<file path="config.mk">
export PLATFORM = sky130hd
export DESIGN_NAME = mem_port_arbiter
export DESIGN_NICKNAME = d
export VERILOG_FILES = /design/src/rtl/mem_port_arbiter.sv
export SDC_FILE = /design/constraint.sdc
export NUM_CORES = 1
export LEC_CHECK = 0
export CORE_MARGIN = 3
export CORE_UTILIZATION = 25
export CTS_CLUSTER_DIAMETER = 150
export DETAILED_ROUTE_END_ITERATION = 10
export GPL_TIMING_DRIVEN = 0
export PLACE_DENSITY = 0.55
export SLEW_MARGIN = 15
export SYNTH_ARGS = -nofsm -noshare
export SYNTH_HDL_FRONTEND = slang
export SYNTH_SLANG_ARGS = --single-unit
</file>
<file path="constraint.sdc">
create_clock -name clk -period 4.4 [get_ports clk]
set_input_delay 1.32 -clock clk [delete_from_list [all_inputs] [get_ports clk]]
set_output_delay 1.32 -clock clk [all_outputs]
set_load 0.005 [all_outputs]
</file>
<file path="src/rtl/mem_port_arbiter.sv">
// mem_port_arbiter: merges the instruction-fetch and data ports of the core onto
// one request/response memory port. Requests are granted one at a time, with
// alternating priority when both clients ask at once. Every output is registered.
// A watchdog raises a sticky err when the memory stalls too long.
module mem_port_arbiter #(
  parameter int unsigned TIMEOUT_CYCLES = 32'd255
) (
  input  logic        clk,
  input  logic        rst,
  input  logic        inst_read,
  input  logic [31:0] inst_addr,
  output logic [31:0] inst_rdata,
  output logic        inst_resp,
  input  logic        data_read,
  input  logic        data_write,
  input  logic [3:0]  data_mbe,
  input  logic [31:0] data_addr,
  input  logic [31:0] data_wdata,
  output logic [31:0] data_rdata,
  output logic        data_resp,
  output logic        mem_read,
  output logic        mem_write,
  output logic [3:0]  mem_mbe,
  output logic [31:0] mem_addr,
  output logic [31:0] mem_wdata,
  input  logic [31:0] mem_rdata,
  input  logic        mem_resp,
  output logic        err
);

  typedef enum logic [2:0] {
    ST_IDLE   = 3'd0,
    ST_BUSY_I = 3'd1,
    ST_BUSY_D = 3'd2,
    ST_RESP_I = 3'd3,
    ST_RESP_D = 3'd4
  } state_t;

  localparam logic        GRANT_INST = 1'b0;
  localparam logic        GRANT_DATA = 1'b1;
  localparam logic [31:0] LP_TIMEOUT = TIMEOUT_CYCLES;
  localparam logic [31:0] WD_MAX     = 32'hFFFF_FFFF;

  state_t      r_state,      w_state_next;
  logic        r_last_grant, w_last_grant_next;
  logic [31:0] r_wd_cnt,     w_wd_cnt_next;
  logic        r_err,        w_err_next;
  logic        r_mem_read,   w_mem_read_next;
  logic        r_mem_write,  w_mem_write_next;
  logic [3:0]  r_mem_mbe,    w_mem_mbe_next;
  logic [31:0] r_mem_addr,   w_mem_addr_next;
  logic [31:0] r_mem_wdata,  w_mem_wdata_next;
  logic [31:0] r_inst_rdata, w_inst_rdata_next;
  logic        r_inst_resp,  w_inst_resp_next;
  logic [31:0] r_data_rdata, w_data_rdata_next;
  logic        r_data_resp,  w_data_resp_next;

  logic        w_data_req;
  logic        w_grant_inst;
  logic [31:0] w_wd_inc;
  logic        w_wd_trip;

  // Inst wins when it is alone or when data was the previous winner.
  assign w_data_req   = data_read | data_write;
  assign w_grant_inst = inst_read & (~w_data_req | (r_last_grant == GRANT_DATA));

  // Saturating watchdog increment; a zero timeout disables tripping.
  assign w_wd_inc  = (r_wd_cnt == WD_MAX) ? r_wd_cnt : (r_wd_cnt + 32'd1);
  assign w_wd_trip = (LP_TIMEOUT != 32'd0) && (w_wd_inc >= LP_TIMEOUT);

  assign inst_rdata = r_inst_rdata;
  assign inst_resp  = r_inst_resp;
  assign data_rdata = r_data_rdata;
  assign data_resp  = r_data_resp;
  assign mem_read   = r_mem_read;
  assign mem_write  = r_mem_write;
  assign mem_mbe    = r_mem_mbe;
  assign mem_addr   = r_mem_addr;
  assign mem_wdata  = r_mem_wdata;
  assign err        = r_err;

  // Next-state and next-output logic for the grant/busy/response sequence.
  always_comb begin
    w_state_next      = r_state;
    w_last_grant_next = r_last_grant;
    w_wd_cnt_next     = r_wd_cnt;
    w_err_next        = r_err;
    w_mem_read_next   = r_mem_read;
    w_mem_write_next  = r_mem_write;
    w_mem_mbe_next    = r_mem_mbe;
    w_mem_addr_next   = r_mem_addr;
    w_mem_wdata_next  = r_mem_wdata;
    w_inst_rdata_next = r_inst_rdata;
    w_data_rdata_next = r_data_rdata;
    w_inst_resp_next  = 1'b0;
    w_data_resp_next  = 1'b0;

    case (r_state)
      ST_IDLE: begin
        if (inst_read || w_data_req) begin
          w_wd_cnt_next = 32'd0;
          if (w_grant_inst) begin
            w_state_next      = ST_BUSY_I;
            w_last_grant_next = GRANT_INST;
            w_mem_read_next   = 1'b1;
            w_mem_write_next  = 1'b0;
            w_mem_mbe_next    = 4'b1111;
            w_mem_addr_next   = inst_addr;
            w_mem_wdata_next  = 32'd0;
          end else begin
            w_state_next      = ST_BUSY_D;
            w_last_grant_next = GRANT_DATA;
            w_mem_addr_next   = data_addr;
            if (data_write) begin
              // A simultaneous read+write is treated as a write and flagged.
              w_mem_read_next  = 1'b0;
              w_mem_write_next = 1'b1;
              w_mem_mbe_next   = data_mbe;
              w_mem_wdata_next = data_wdata;
              w_err_next       = r_err | data_read;
            end else begin
              w_mem_read_next  = 1'b1;
              w_mem_write_next = 1'b0;
              w_mem_mbe_next   = 4'b1111;
              w_mem_wdata_next = 32'd0;
            end
          end
        end else begin
          w_state_next = ST_IDLE;
        end
      end

      ST_BUSY_I, ST_BUSY_D: begin
        if (mem_resp) begin
          w_mem_read_next  = 1'b0;
          w_mem_write_next = 1'b0;
          if (r_state == ST_BUSY_I) begin
            w_state_next      = ST_RESP_I;
            w_inst_resp_next  = 1'b1;
            w_inst_rdata_next = mem_rdata;
          end else begin
            w_state_next     = ST_RESP_D;
            w_data_resp_next = 1'b1;
            if (!r_mem_write) begin
              w_data_rdata_next = mem_rdata;
            end else begin
              w_data_rdata_next = r_data_rdata;
            end
          end
        end else begin
          // Stall cycle: keep strobes and fields, advance the watchdog.
          w_wd_cnt_next = w_wd_inc;
          w_err_next    = r_err | w_wd_trip;
        end
      end

      ST_RESP_I, ST_RESP_D: begin
        w_state_next = ST_IDLE;
      end

      default: begin
        w_state_next     = ST_IDLE;
        w_mem_read_next  = 1'b0;
        w_mem_write_next = 1'b0;
      end
    endcase
  end

  // State and output registers with synchronous active-low reset.
  always_ff @(posedge clk) begin
    if (!rst) begin
      r_state      <= ST_IDLE;
      r_last_grant <= GRANT_DATA;
      r_wd_cnt     <= 32'd0;
      r_err        <= 1'b0;
      r_mem_read   <= 1'b0;
      r_mem_write  <= 1'b0;
      r_mem_mbe    <= 4'd0;
      r_mem_addr   <= 32'd0;
      r_mem_wdata  <= 32'd0;
      r_inst_rdata <= 32'd0;
      r_inst_resp  <= 1'b0;
      r_data_rdata <= 32'd0;
      r_data_resp  <= 1'b0;
    end else begin
      r_state      <= w_state_next;
      r_last_grant <= w_last_grant_next;
      r_wd_cnt     <= w_wd_cnt_next;
      r_err        <= w_err_next;
      r_mem_read   <= w_mem_read_next;
      r_mem_write  <= w_mem_write_next;
      r_mem_mbe    <= w_mem_mbe_next;
      r_mem_addr   <= w_mem_addr_next;
      r_mem_wdata  <= w_mem_wdata_next;
      r_inst_rdata <= w_inst_rdata_next;
      r_inst_resp  <= w_inst_resp_next;
      r_data_rdata <= w_data_rdata_next;
      r_data_resp  <= w_data_resp_next;
    end
  end

endmodule

</file>
==> impl_metrics.env <==
export IMPL_status="finished clean"
export IMPL_io_buffers=273
export IMPL_grt_pass1_vias=7898
export IMPL_yosysTopAreaCell="dfxtp_1"
export IMPL_grt_first_pass_wirelength_um=45100
export IMPL_end_kind="flop"
export IMPL_viasPerCell=4.89
export IMPL_antenna_cells=0
export IMPL_grt_start_max_net_pins=21
export IMPL_syn2layout_area_growth_pct=50.2
export IMPL_worstMarginPinSlew_ps=921
export IMPL_final_antenna_net_count=0
export IMPL_async_flop_share_pct=0
export IMPL_ys_flop_type="dfxtp_1"
export IMPL_cts_tree="built"
export IMPL_crit_type="in2reg"
export IMPL_synth_edf_count=0
export IMPL_synth_top_family_by_area="simple AND/OR/NAND/NOR gates"
export IMPL_drc=0
export IMPL_internal_power_mw=3.02
export IMPL_powerDensity_nw_per_um2=382
export IMPL_post_route_min_period_ps=3400
export IMPL_relSlewSlack_pct=38.2
export IMPL_critPathArrivalTime_ps=3700
export IMPL_period_share_pct=77.3
export IMPL_cp_slowest_stage_delay_ps=800
export IMPL_grt_ovfl_total=0
export IMPL_cts_resized=0
export IMPL_synth_area_um2=7700
export IMPL_synth_simple_area_share_pct=24.6
export IMPL_worstPathRequired_ps=4700
export IMPL_p_switching_mw=1.39
export IMPL_fin_skew_ps=18.7
export IMPL_synth_top_area_share_pct=45.0
export IMPL_dp_slack_ps=589
export IMPL_synthTopCellsByArea="dfxtp_1 45%, nand2_1 8.2%, a21oi_1 6.2%"
export IMPL_clockPowerShare_pct=37.1
export IMPL_synth_fa_ha_area_share_pct=0.162
export IMPL_synth_mux_area_fraction_pct=4.29
export IMPL_postCtsHoldBufs=0
export IMPL_drt_pass1_iterations=5
export IMPL_crit_slowest_cell="o31ai_2"
export IMPL_wirelength_um=29200
export IMPL_sw_frac_of_total_pct=31.6
export IMPL_clockBufferDepth=2
export IMPL_yosys_top_cells_count="173 x dfxtp_1, 169 x nand2_1, 109 x nor2_1"
export IMPL_seq_power_share_pct=40.0
export IMPL_die_h_um=182
export IMPL_slew_violations=0
export IMPL_cts_htree_levels=4
export IMPL_yosysMostFrequentCell="dfxtp_1"
export IMPL_grt_usage_pct=17.2
export IMPL_dr_first_iter_drc_count=446
export IMPL_antenna_found_initial=0
export IMPL_core_um2=30000
export IMPL_fmax_ghz=0.294
export IMPL_startpoint_type="input pin"
export IMPL_dp_hpwl_um=22000
export IMPL_p_leak_nw=4.05
export IMPL_fin_nets=1376
export IMPL_initial_core_util_pct=25.7
export IMPL_ir_worst_vdd_uv=208
export IMPL_yosys_warnings=0
export IMPL_avgSynthCellArea_um2=8.15
export IMPL_cts_setup_buffers=0
export IMPL_rows=63
export IMPL_wl_per_cell_um=17.8
export IMPL_p_comb_share_pct=22.9
export IMPL_clk_pin_slew_ps=80
export IMPL_synth_nets=1084
export IMPL_setup_viol=0
export IMPL_cts_root_buf="clkbuf_16"
export IMPL_path_cells="clkdlybuf4s50_1, nor3_1, nor2_1, o31ai_2, nor2_1, o21ai_0, a31oi_1"
export IMPL_min_path_type="reg2reg"
export IMPL_synth_xor_area_share_pct=1.59
export IMPL_cp_max_fo=10
export IMPL_vias=8013
export IMPL_top_level_ports=275
export IMPL_drive_above_1_share_pct=6.00
export IMPL_cts_buffers=17
export IMPL_setup_slack_ps=998
export IMPL_setup_tns_ps=0
export IMPL_synth_cells=945
export IMPL_worstSkewPairLatency_ps=440
export IMPL_gp_congestion=0.912
export IMPL_ys_seq_area_share_pct=45.0
export IMPL_synth_compound_area_share_pct=19.5
export IMPL_final_hold_viol_count=0
export IMPL_dieArea_um2=33000
export IMPL_synth_cell_type_count=55
export IMPL_die_w_um=182
export IMPL_ys_ff_latch=173
export IMPL_rsz0062_at_grt="no"
export IMPL_clock_sinks=173
export IMPL_cpMostUsedCell="nor2_1"
export IMPL_maxCapViolations=0
export IMPL_finalHoldWorstSlack_ps=456
cell type report:
class	instances	area (um^2)
clock buffers	17	425
fillers	3139	18500
inverters	6	22.5
multi-input cells	686	3870
flip-flops and latches	173	3460
plain buffers	80	355
clock inverters	15	215
well taps	390	488
repair buffers	273	2730
worst paths after layout:
| kind | from | endpoint | slack (ps) | cells past startpoint |
|---|---|---|---|---|
| worst max-delay path | data_read | err$_SDFFE_PN0P_ | 1000 | 7 |
| worst min-delay path | inst_rdata[4]$_SDFFE_PN0P_ | inst_rdata[4]$_SDFFE_PN0P_ | 460 | 2 |
| worst max register to register | r_wd_cnt[0]$_SDFFE_PN0P_ | err$_SDFFE_PN0P_ | 1410 | 10 |
| worst min register to register | inst_rdata[4]$_SDFFE_PN0P_ | inst_rdata[4]$_SDFFE_PN0P_ | 460 | 2 |
power groups by stage:
stage,clock network [mW],logic (mW),registers [mW]
CTS,1.68,1.03,1.77
detailed placement,0,1.02,1.80
global placement,0,1.02,1.80
global route,1.74,1.11,1.78
finish,1.64,1.01,1.77
floorplan,0,0.441,1.80
flip-flops by register name, indices dropped and copies added, names as in the netlist:
name          cells
r_last_grant      1
err               1
data_rdata       32
mem_wdata        32
mem_write         1
data_resp         1
mem_addr         32
inst_rdata       32
mem_read          1
r_state           3
r_wd_cnt         32
mem_mbe           4
inst_resp         1
per-stage QoR:
stage	util [%]	total power, mW	instance area [um^2]	cells
floorplan	-	2.25	7700	945
global placement	36.4	2.82	10900	1608
detailed placement	36.4	2.82	10900	1608
CTS	38.5	4.47	11600	1640
global route	38.5	4.64	11600	1640
finish	38.5	4.41	11600	1640
routing by layer:
layer | global-route usage, % | wire, um
met1 | 21.9 | 12700
met2 | 27.3 | 13300
met3 | 6.95 | 3010
met4 | 3.72 | 272
met5 | 0 | 0
worst max-delay path, delay by kind of cell:
| family | cells | cell delay, ps |
|---|---|---|
| simple gates | 3 | 750 |
| buf+inv | 1 | 560 |
| compound gates | 3 | 1060 |
cell usage in the layout (no fill, tap or decap), types with 5 or more instances in the layout:
master | netlist | layout
a211oi_1 | 36 | 36
a21oi_1 | 95 | 95
a22oi_1 | 37 | 37
a311oi_1 | 10 | 10
a31oi_1 | 9 | 9
and3_1 | 8 | 8
and4_1 | 6 | 6
buf_2 | 13 | 13
buf_4 | 6 | 6
clkbuf_1 | 56 | 56
clkbuf_16 | 0 | 17
clkdlybuf4s50_1 | 0 | 273
clkinv_8 | 0 | 6
dfxtp_1 | 173 | 173
inv_1 | 5 | 5
mux2i_1 | 33 | 33
nand2_1 | 169 | 169
nand2b_1 | 7 | 7
nand3_1 | 17 | 17
nand4_1 | 16 | 16
nor2_1 | 109 | 109
nor3_1 | 19 | 19
nor4_1 | 9 | 9
o21ai_0 | 35 | 35
or3_1 | 5 | 5
xnor2_1 | 9 | 9
xor2_1 | 5 | 5
kinds of logic after synthesis:
family          after synthesis
compound gates              241
xor+xnor                     14
fa+ha+maj                     1
buf+inv                      86
flops                       173
mux                          33
simple gates                397
Note: power is estimated with default switching activity, not from simulation.
